### src/rtl/data_cache.sv
// Two-way set-associative, write-through, no-write-allocate data cache with one-word lines.
// Optional hit/miss counters are enabled by defining DCACHE_STATS_EN.
module data_cache #(
    parameter int ADDRESS_LENGTH = 32,
    parameter int SETS           = 8
) (
    input  logic                      clk,
    input  logic                      rst,
    input  logic [ADDRESS_LENGTH-1:0] a,
    input  logic [ADDRESS_LENGTH-1:0] wd,
    input  logic                      sw,
    input  logic                      sh,
    input  logic                      sb,
    input  logic                      re,
    output logic [ADDRESS_LENGTH-1:0] rd,
    output logic                      stall,
    output logic [ADDRESS_LENGTH-1:0] ram_a,
    output logic [ADDRESS_LENGTH-1:0] ram_wd,
    output logic                      ram_sw,
    output logic                      ram_sh,
    output logic                      ram_sb,
    input  logic [ADDRESS_LENGTH-1:0] ram_rd,
`ifdef DCACHE_STATS_EN
    output logic [31:0]               hit_count,
    output logic [31:0]               miss_count,
`endif
    output logic                      o_dbg_state
);
    localparam int IDX  = $clog2(SETS);
    localparam int TAGW = ADDRESS_LENGTH - IDX - 2;

    typedef enum logic {S_IDLE = 1'b0, S_FILL = 1'b1} state_t;

    state_t                    r_state;
    logic [SETS-1:0]           r_valid [2];
    logic [SETS-1:0]           r_lru;
    logic [TAGW-1:0]           r_tag   [2][SETS];
    logic [ADDRESS_LENGTH-1:0] r_data  [2][SETS];

    logic [IDX-1:0]            w_idx;
    logic [TAGW-1:0]           w_tag;
    logic                      w_store, w_load, w_idle, w_fill;
    logic                      w_hit0, w_hit1, w_hit, w_hit_way;
    logic                      w_load_hit, w_miss, w_store_hit, w_victim;
    logic [ADDRESS_LENGTH-1:0] w_line, w_wd_lane, w_merged;
    logic [3:0]                w_mask_base, w_mask;

    assign w_idx   = a[IDX+1:2];
    assign w_tag   = a[ADDRESS_LENGTH-1:IDX+2];
    assign w_store = sw | sh | sb;
    assign w_load  = re & ~w_store;
    assign w_idle  = (r_state == S_IDLE);
    assign w_fill  = (r_state == S_FILL);

    assign w_hit0     = r_valid[0][w_idx] && (r_tag[0][w_idx] == w_tag);
    assign w_hit1     = r_valid[1][w_idx] && (r_tag[1][w_idx] == w_tag);
    assign w_hit      = w_hit0 | w_hit1;
    assign w_hit_way  = ~w_hit0;
    assign w_line     = r_data[w_hit_way][w_idx];
    assign w_load_hit = w_idle & w_load & w_hit;
    assign w_miss     = w_idle & w_load & ~w_hit;
    assign w_store_hit = w_idle & w_store & w_hit;

    // Fill target: first empty way (way0 first), otherwise the least-recently-used one.
    assign w_victim = ~r_valid[0][w_idx] ? 1'b0 :
                      ~r_valid[1][w_idx] ? 1'b1 : r_lru[w_idx];

    // Store data is lane-aligned the same way the data RAM places it.
    assign w_mask_base = sw ? 4'hF : (sh ? 4'h3 : 4'h1);
    assign w_mask      = w_mask_base << a[1:0];
    assign w_wd_lane   = wd << {a[1:0], 3'b000};

    always_comb begin
        w_merged = w_line;
        for (int i = 0; i < 4; i++) begin
            if (w_mask[i]) w_merged[8*i +: 8] = w_wd_lane[8*i +: 8];
        end
    end

    assign rd     = (w_load_hit & ~rst) ? (w_line >> {a[1:0], 3'b000}) : '0;
    assign stall  = ~rst & (w_miss | w_fill);
    assign ram_a  = w_fill ? {a[ADDRESS_LENGTH-1:2], 2'b00} : a;
    assign ram_wd = wd;
    assign ram_sw = ~rst & w_idle & sw;
    assign ram_sh = ~rst & w_idle & sh;
    assign ram_sb = ~rst & w_idle & sb;
    assign o_dbg_state = r_state;

    always_ff @(posedge clk or posedge rst) begin
        if (rst) begin
            r_state    <= S_IDLE;
            r_valid[0] <= '0;
            r_valid[1] <= '0;
            r_lru      <= '0;
        end else begin
            case (r_state)
                S_IDLE: begin
                    if (w_miss) begin
                        r_state <= S_FILL;
                    end else if (w_load_hit) begin
                        r_lru[w_idx] <= ~w_hit_way;
                    end
                end
                S_FILL: begin
                    r_valid[w_victim][w_idx] <= 1'b1;
                    r_lru[w_idx]             <= ~w_victim;
                    r_state                  <= S_IDLE;
                end
                default: r_state <= S_IDLE;
            endcase
        end
    end

    // Tag/data arrays carry no reset; validity alone decides whether they are meaningful.
    always_ff @(posedge clk) begin
        if (w_fill) begin
            r_tag[w_victim][w_idx]  <= w_tag;
            r_data[w_victim][w_idx] <= ram_rd;
        end else if (w_store_hit) begin
            r_data[w_hit_way][w_idx] <= w_merged;
        end
    end

`ifdef DCACHE_STATS_EN
    always_ff @(posedge clk or posedge rst) begin
        if (rst) begin
            hit_count  <= '0;
            miss_count <= '0;
        end else begin
            if (w_load_hit) hit_count  <= hit_count + 32'd1;
            if (w_miss)     miss_count <= miss_count + 32'd1;
        end
    end
`endif

endmodule

### config.mk
export PLATFORM = sky130hd
export DESIGN_NAME = data_cache
export DESIGN_NICKNAME = d
export VERILOG_FILES = /design/src/rtl/data_cache.sv
export SDC_FILE = /design/constraint.sdc
export NUM_CORES = 1
export LEC_CHECK = 0
export ABC_AREA = 1
export ABC_CLOCK_PERIOD_IN_PS = 4150
export BUFFER_PORTS_ARGS = -buffer_cell sky130_fd_sc_hd__clkbuf_2
export CAP_MARGIN = 40
export CORE_UTILIZATION = 48
export CTS_BUF_LIST = sky130_fd_sc_hd__clkbuf_2
export DETAILED_ROUTE_END_ITERATION = 8
export PLACE_DENSITY = 0.64
export SYNTH_ARGS = -nofsm -noshare
export SYNTH_HDL_FRONTEND = slang
export SYNTH_SLANG_ARGS = --single-unit
### constraint.sdc
create_clock -name clk -period 4.15 [get_ports clk]
set_input_delay 0.415 -clock clk [delete_from_list [all_inputs] [get_ports clk]]
set_output_delay 0.415 -clock clk [all_outputs]
set_load 0.005 [all_outputs]
**Word-level counts from Yosys, hierarchy flattened**

Memory sizes are Yosys's and may differ from the RTL's.
Cells that the tools add are included.

- Output and inout port bits: 101
- Bits in writable memories: 944
- Register bits after elaboration: 25
- Memories kept: 2
- Word-level logic and storage cells: 100
- Input bits: 102

Memories:

| memory | depth | bits a word | read ports | clocked after Yosys merged registers in | wr ports | line | RTL |
|---|---|---|---|---|---|---|---|
| r_data | 2 | 256 | 1 | 0 | 1 | 38 | `logic [ADDRESS_LENGTH-1:0] r_data [2][SETS];` |
| r_tag | 2 | 216 | 2 | 0 | 1 | 37 | `logic [TAGW-1:0] r_tag [2][SETS];` |

- Bitwise operators: 25
- Mux-type cells: 49
- Order comparisons: 6
- Reduce and logical (&&, ||, !) cells: 7
- Shift operators: 3
- Equality and inequality tests: 4

Operator list:

| kind | number |
|---|---|
| 256-bit two-way mux | 4 |
| 256-bit OR reduction | 1 |
| 216-bit two-way mux | 1 |
| 27-bit binary-select mux with 3-bit select | 2 |
| 27-bit two-way mux | 5 |
| 32-bit two-way mux | 4 |
| 32-bit binary-select mux with 3-bit select | 1 |
| 32-bit demux with 3-bit select | 1 |
| 27-bit demux with 3-bit select | 1 |
| 8-bit two-way mux | 7 |
| 27-bit equality test | 2 |
| 32-bit by 5-bit left shift with 32-bit output | 1 |
| 32-bit by 5-bit right shift with 32-bit output | 1 |
| 8-bit bitwise mux | 2 |
| 16-bit OR | 1 |
| 8-bit case mux with 2 select lines | 1 |
| 1-bit bitwise AND | 12 |
| 1-bit two-way mux | 11 |
| 1-bit binary-select mux with 3-bit select | 3 |
| 8-bit demux with 1-bit select | 1 |
| 1-bit inverter | 6 |
| 1-bit logical AND | 5 |
| 4-bit >= comparator (second input constant) | 1 |
| 3-bit by 4-bit less-than comparator with 1-bit output (second input constant) | 1 |
| other kinds (15) | 19 |

**Longest topological paths before layout**

- Depth after elaboration: 13
- Mapped depth: 27
- Gate-level depth less buffers: 23

**Worst setup path after synthesis**

No wires, ideal clock.

- Path type: input to register
- Start: input a[2]
- End: memory r_data[1][0] (netlist name) (enable)
- Stages: 19
- Setup slack: -0.152 ns
- Library setup time: 0.421 ns
- Required time: 3.729 ns
- Arrival: 3.881 ns
- Path buffers: 5
- Path through: buf_4 > buf_6 > nand2_2 > inv_1 > buf_4 > buf_4 > a221oi_1 > nand2_1 > xor2_1 > nor2_1 > nand2_1 > nor2_1 > nand2_1 > nand2_2 > nand2_1 > buf_2 > o21ai_4 > inv_2 > nor2_1

- Word-level cells in the longest chain between the ends: 13
- Elaborated cells between the ends (all ways): 34
- Those cells by class: order compare: 2; eq/ne: 2; mux: 22; bitwise: 4; reduce/logical: 4

Ends and longest elaborated chain:

| what | line | RTL |
|---|---|---|
| start, declared | 9 | `input logic [ADDRESS_LENGTH-1:0] a,` |
| 3-bit inverter with 4-bit output (not written as such) | n/a |  |
| 27-bit binary-select mux with 3-bit select, on equally long branches | 55, 56 |  |
| 27-bit two-way mux, on equally long branches (2 in a row) | 55, 56 |  |
| 27-bit equality test, on equally long branches | 55, 56 |  |
| 1-bit logical AND, on equally long branches | 55, 56 |  |
| 1-bit OR | 57 | `assign w_hit = w_hit0 \| w_hit1;` |
| 1-bit bitwise AND | 62 | `assign w_store_hit = w_idle & w_store & w_hit;` |
| 1-bit two-way mux | 119 | `end else if (w_store_hit) begin` |
| 1-bit two-way mux | 116 | `if (w_fill) begin` |
| 256-bit two-way mux (not written as such) | 120 | `r_data[w_hit_way][w_idx] <= w_merged;` |
| 256-bit OR reduction (no line) | n/a |  |
| 1-bit two-way mux (no line) or 256-bit two-way mux (tied branches) | n/a |  |
| end, declared | 38 |  |

Several ways; a longest one is shown, not always the timed one. The select of a mux whose other input is x is not followed.

==> impl_metrics.json <==
{
  "worst_pin_slew_ns": 0.939,
  "grt_first_pass_wirelength_um": 212000,
  "instances_no_fill": 6168,
  "clkPwrFrac": 0.331,
  "synthToLayoutAreaGrowth_pct": 30.6,
  "worstPathMaxFanout": 6,
  "synthFlopType": "edfxtp_1",
  "dp_cells": 5459,
  "p_seq_frac": 0.571,
  "vdd_ir_drop_max_uv": 241,
  "grt_remaining_overflow": 0,
  "clock.fmax_mhz": 194,
  "min_delay_worst_endpoint": "r_data[0][225]",
  "pre_cts_ws_ns": -0.329,
  "gp_congestion": 0.926,
  "min_path_type": "in -> reg",
  "ys_async_sr_fraction": 0.0258,
  "synth_top_area_frac": 0.668,
  "worst-path-buf-inv": 8,
  "crit_cells": 24,
  "violations": "setup timing",
  "cts.sinks": 969,
  "grt_start_max_net_pins": 56,
  "layout-drive-gt1-share": 0.292,
  "hp-start": "wd[1]",
  "synth_warnings": 0,
  "clk_latency_ns": 1.56,
  "drv_cap": 0,
  "ff2ff_path_depth": 23,
  "cts_buffer_depth": 3,
  "power.leakage_uw": 0.0226,
  "vias": 34700,
  "clk_pin_slew_worst_paths_ns": 0.11,
  "crit_chain": "or2_4 -> nand2_2 -> nand2_2 -> nor2_2 -> nand2_1 -> nand2_2 -> buf_4 -> nand3_2 -> nor2_1 -> nand2_1 -> nor2_4 -> buf_6 -> clkbuf_16 -> nand2_4 -> buf_6 -> nand2_8 -> nand2_4 -> nor2_4 -> buf_12 -> buf_12 -> nand3_1 -> nor2_2 -> buf_4 -> clkbuf_2",
  "fp.dieArea_sq_um": 89600,
  "wl_per_cell_um": 24.1,
  "grt_pass1_vias": 33500,
  "cp_data_arrival_time_ns": 4.75,
  "antenna_found_initial": 5,
  "slew_violations": 0,
  "combinationalPowerShare": 0.098,
  "wl_um": 148000,
  "slowest_delay_ns": 0.38,
  "syn-num-nets": 4069,
  "dp_hpwl_um": 87900,
  "syn_area_per_cell_sq_um": 10.7,
  "fin_nets": 4937,
  "synth-seq-area-share": 0.683,
  "cts_buffers": 232,
  "synth_area_sq_um": 42400,
  "r2r-end": "r_data[1][36]",
  "hold_viol": 0,
  "rr_startpoint": "r_tag[0][116]",
  "period_needed_ns": 5.17,
  "cpMaxStageDelayCell": "edfxtp_1",
  "fin_ws_ns": -1.02,
  "via_per_inst": 5.63,
  "die_w_um": 299,
  "rsz0062_at_grt": "yes",
  "num_io_pins": 203,
  "clock_skew_ns": 0.170,
  "p_sw_uw": 5040,
  "fillCellCount": 6753,
  "synth.distinct_cells": 43,
  "reg2reg_slack_ns": 0.10,
  "worst_path_most_repeated_cell": "nand2_2",
  "p_int_uw": 13800,
  "synth-seq-cells": 969,
  "worstSetupEndpointType": "output pin",
  "worstSetupPathType": "reg -> out",
  "root_buffer": "clkbuf_2",
  "grt_use_total": 0.323,
  "drc_errors": 0,
  "holdPathStages": 5,
  "synth_cells": 3967,
  "drtIter0Drc": 3982,
  "p_sw_frac": 0.268,
  "slew_headroom": 0.374,
  "cts_tree": "yes",
  "critical_path.top_delay_family": "simple AND/OR/NAND/NOR gates",
  "antenna_left": 0,
  "power_density_nw_per_um2": 340,
  "startpoint_type": "flop",
  "start_util": 0.487,
  "setup_violations": 33,
  "portBuffers": 202,
  "synth_top_cell_by_area": "edfxtp_1",
  "period_share": 1.24,
  "required_ns": 3.73,
  "die_h_um": 299,
  "outcome": "finished, violations left",
  "drtPass1Iterations": 6,
  "whs_ns": 0.0513,
  "rows": 108,
  "synthTopCellsByArea": "edfxtp_1, nand2_1, nand3_1",
  "core_region_area_sq_um": 87200,
  "synth_edf_count": 944,
  "h-tree-depth": 4
}
## cell families after synthesis
group	synth area share
flip-flops	0.683
AO/OA/AOI/OAI	0.0349
AND/OR/NAND/NOR	0.222
buffers and inverters	0.0598
XOR/XNOR	0.000619
## metrics by stage
step	instance area (sq um)	util	total power (uW)	setup TNS (ns)
CTS	54000	0.619	18800	-30.96
global route	55400	0.636	19500	-38.96
finish	55400	0.636	18800	-31.02
global placement	48200	0.553	12500	-15.46
floorplan	42400	-	11700	-66.24
detailed placement	48200	0.553	12500	-16.85
## cell usage after synthesis (2+ instances only)
cell       instances
nor2_4             6
o31ai_1            3
buf_2            122
o21ai_1           36
buf_1             23
a22o_1            17
o211ai_1          17
a221oi_1           5
dfrtp_1           25
o2111ai_1          5
nand2_1         1176
nor2_1           289
buf_4             78
nor2_2             4
a22oi_1           28
and3_1             4
edfxtp_1         944
buf_6              7
inv_2              9
nor3b_1            2
nand3_1          636
or2_0              9
or2_2             17
nor3_1            14
nand4_1           44
o21ai_0           52
nand3b_1           5
xor2_1             3
a21oi_1           50
inv_1            259
a211oi_1          15
nand2_2            8
o22ai_1            3
clkinv_1           3
clkbuf_1          41
## worst register-to-register path, delay by kind of cell (launching register included)
family	cells	cell delay (ns)
AOI/OAI and AO/OA	2	0.30
buffers and inverters	8	1.65
DFF	1	0.38
and+or+nand+nor	13	1.32
## how the worst max path moves through the flow
stage,start,to,slack (ns)
final,r_tag[0][116],rd[1],-1.02
after global routing,r_tag[0][35],rd[7],-1.23
after CTS,r_tag[0][209],rd[4],-1.06
after detailed placement,a[2],rd[4],-0.33
after global placement,a[2],rd[7],-0.36
after floorplan,a[2],r_data[1][0],-0.15
## metal layers
metal | GRT usage | part of all wire
met4 | 0.151 | 0.053
met2 | 0.545 | 0.48
met3 | 0.0686 | 0.10
met5 | 0 | 0.00023
met1 | 0.398 | 0.36
## power groups by stage
stage,Sequential (uW),Clock [uW],Combinational [uW]
global placement,11000,0,1480
detailed placement,11000,0,1500
CTS,10800,6290,1740
finish,10800,6230,1850
floorplan,11000,0,695
global route,10800,6770,1950
## registers in the layout, summed over array words and instances, names as in the netlist
register	count
r_tag	432
r_data	512
r_valid	16
o_dbg_state	1
r_lru	8
## cell usage in the layout, fill, tap and decap left out, types with 44 or more instances in the layout
cell type and instances:
clkbuf_2 534, buf_4 300, edfxtp_1 944, nor2_4 74, dlygate4sd3_1 195, nor2_1 195, buf_12 128, nand4_1 44
nand3_1 530, nand2_1 1068, nand2_2 98, o21ai_0 44, nand3_2 88, inv_1 254, clkinv_1 46
## timing repair
action / CTS / global route
pin swaps: 82 / 114
setup endpoints to repair: 33 / 259
cloned: 16 / 13
hold buffers: 201 / 3
gates resized for setup: 251 / 241
buffers inserted: 39 / 40
hold endpoints to repair: 987 / 28
## cell type report
type / count / area (sq um) / share of cell area
Sequential cell: 969 / 29000 / 0.523
Multi-Input combinational cell: 2455 / 12700 / 0.229
Timing Repair Buffer: 905 / 9190 / 0.166
Clock buffer: 344 / 1720 / 0.0311
Tap cell: 1155 / 1450 / 0.0261
Inverter: 272 / 1030 / 0.0186
Clock inverter: 66 / 349 / 0.00630
Antenna cell: 2 / 5.00 / 0.0000903
(Power assumes the default switching activity.)
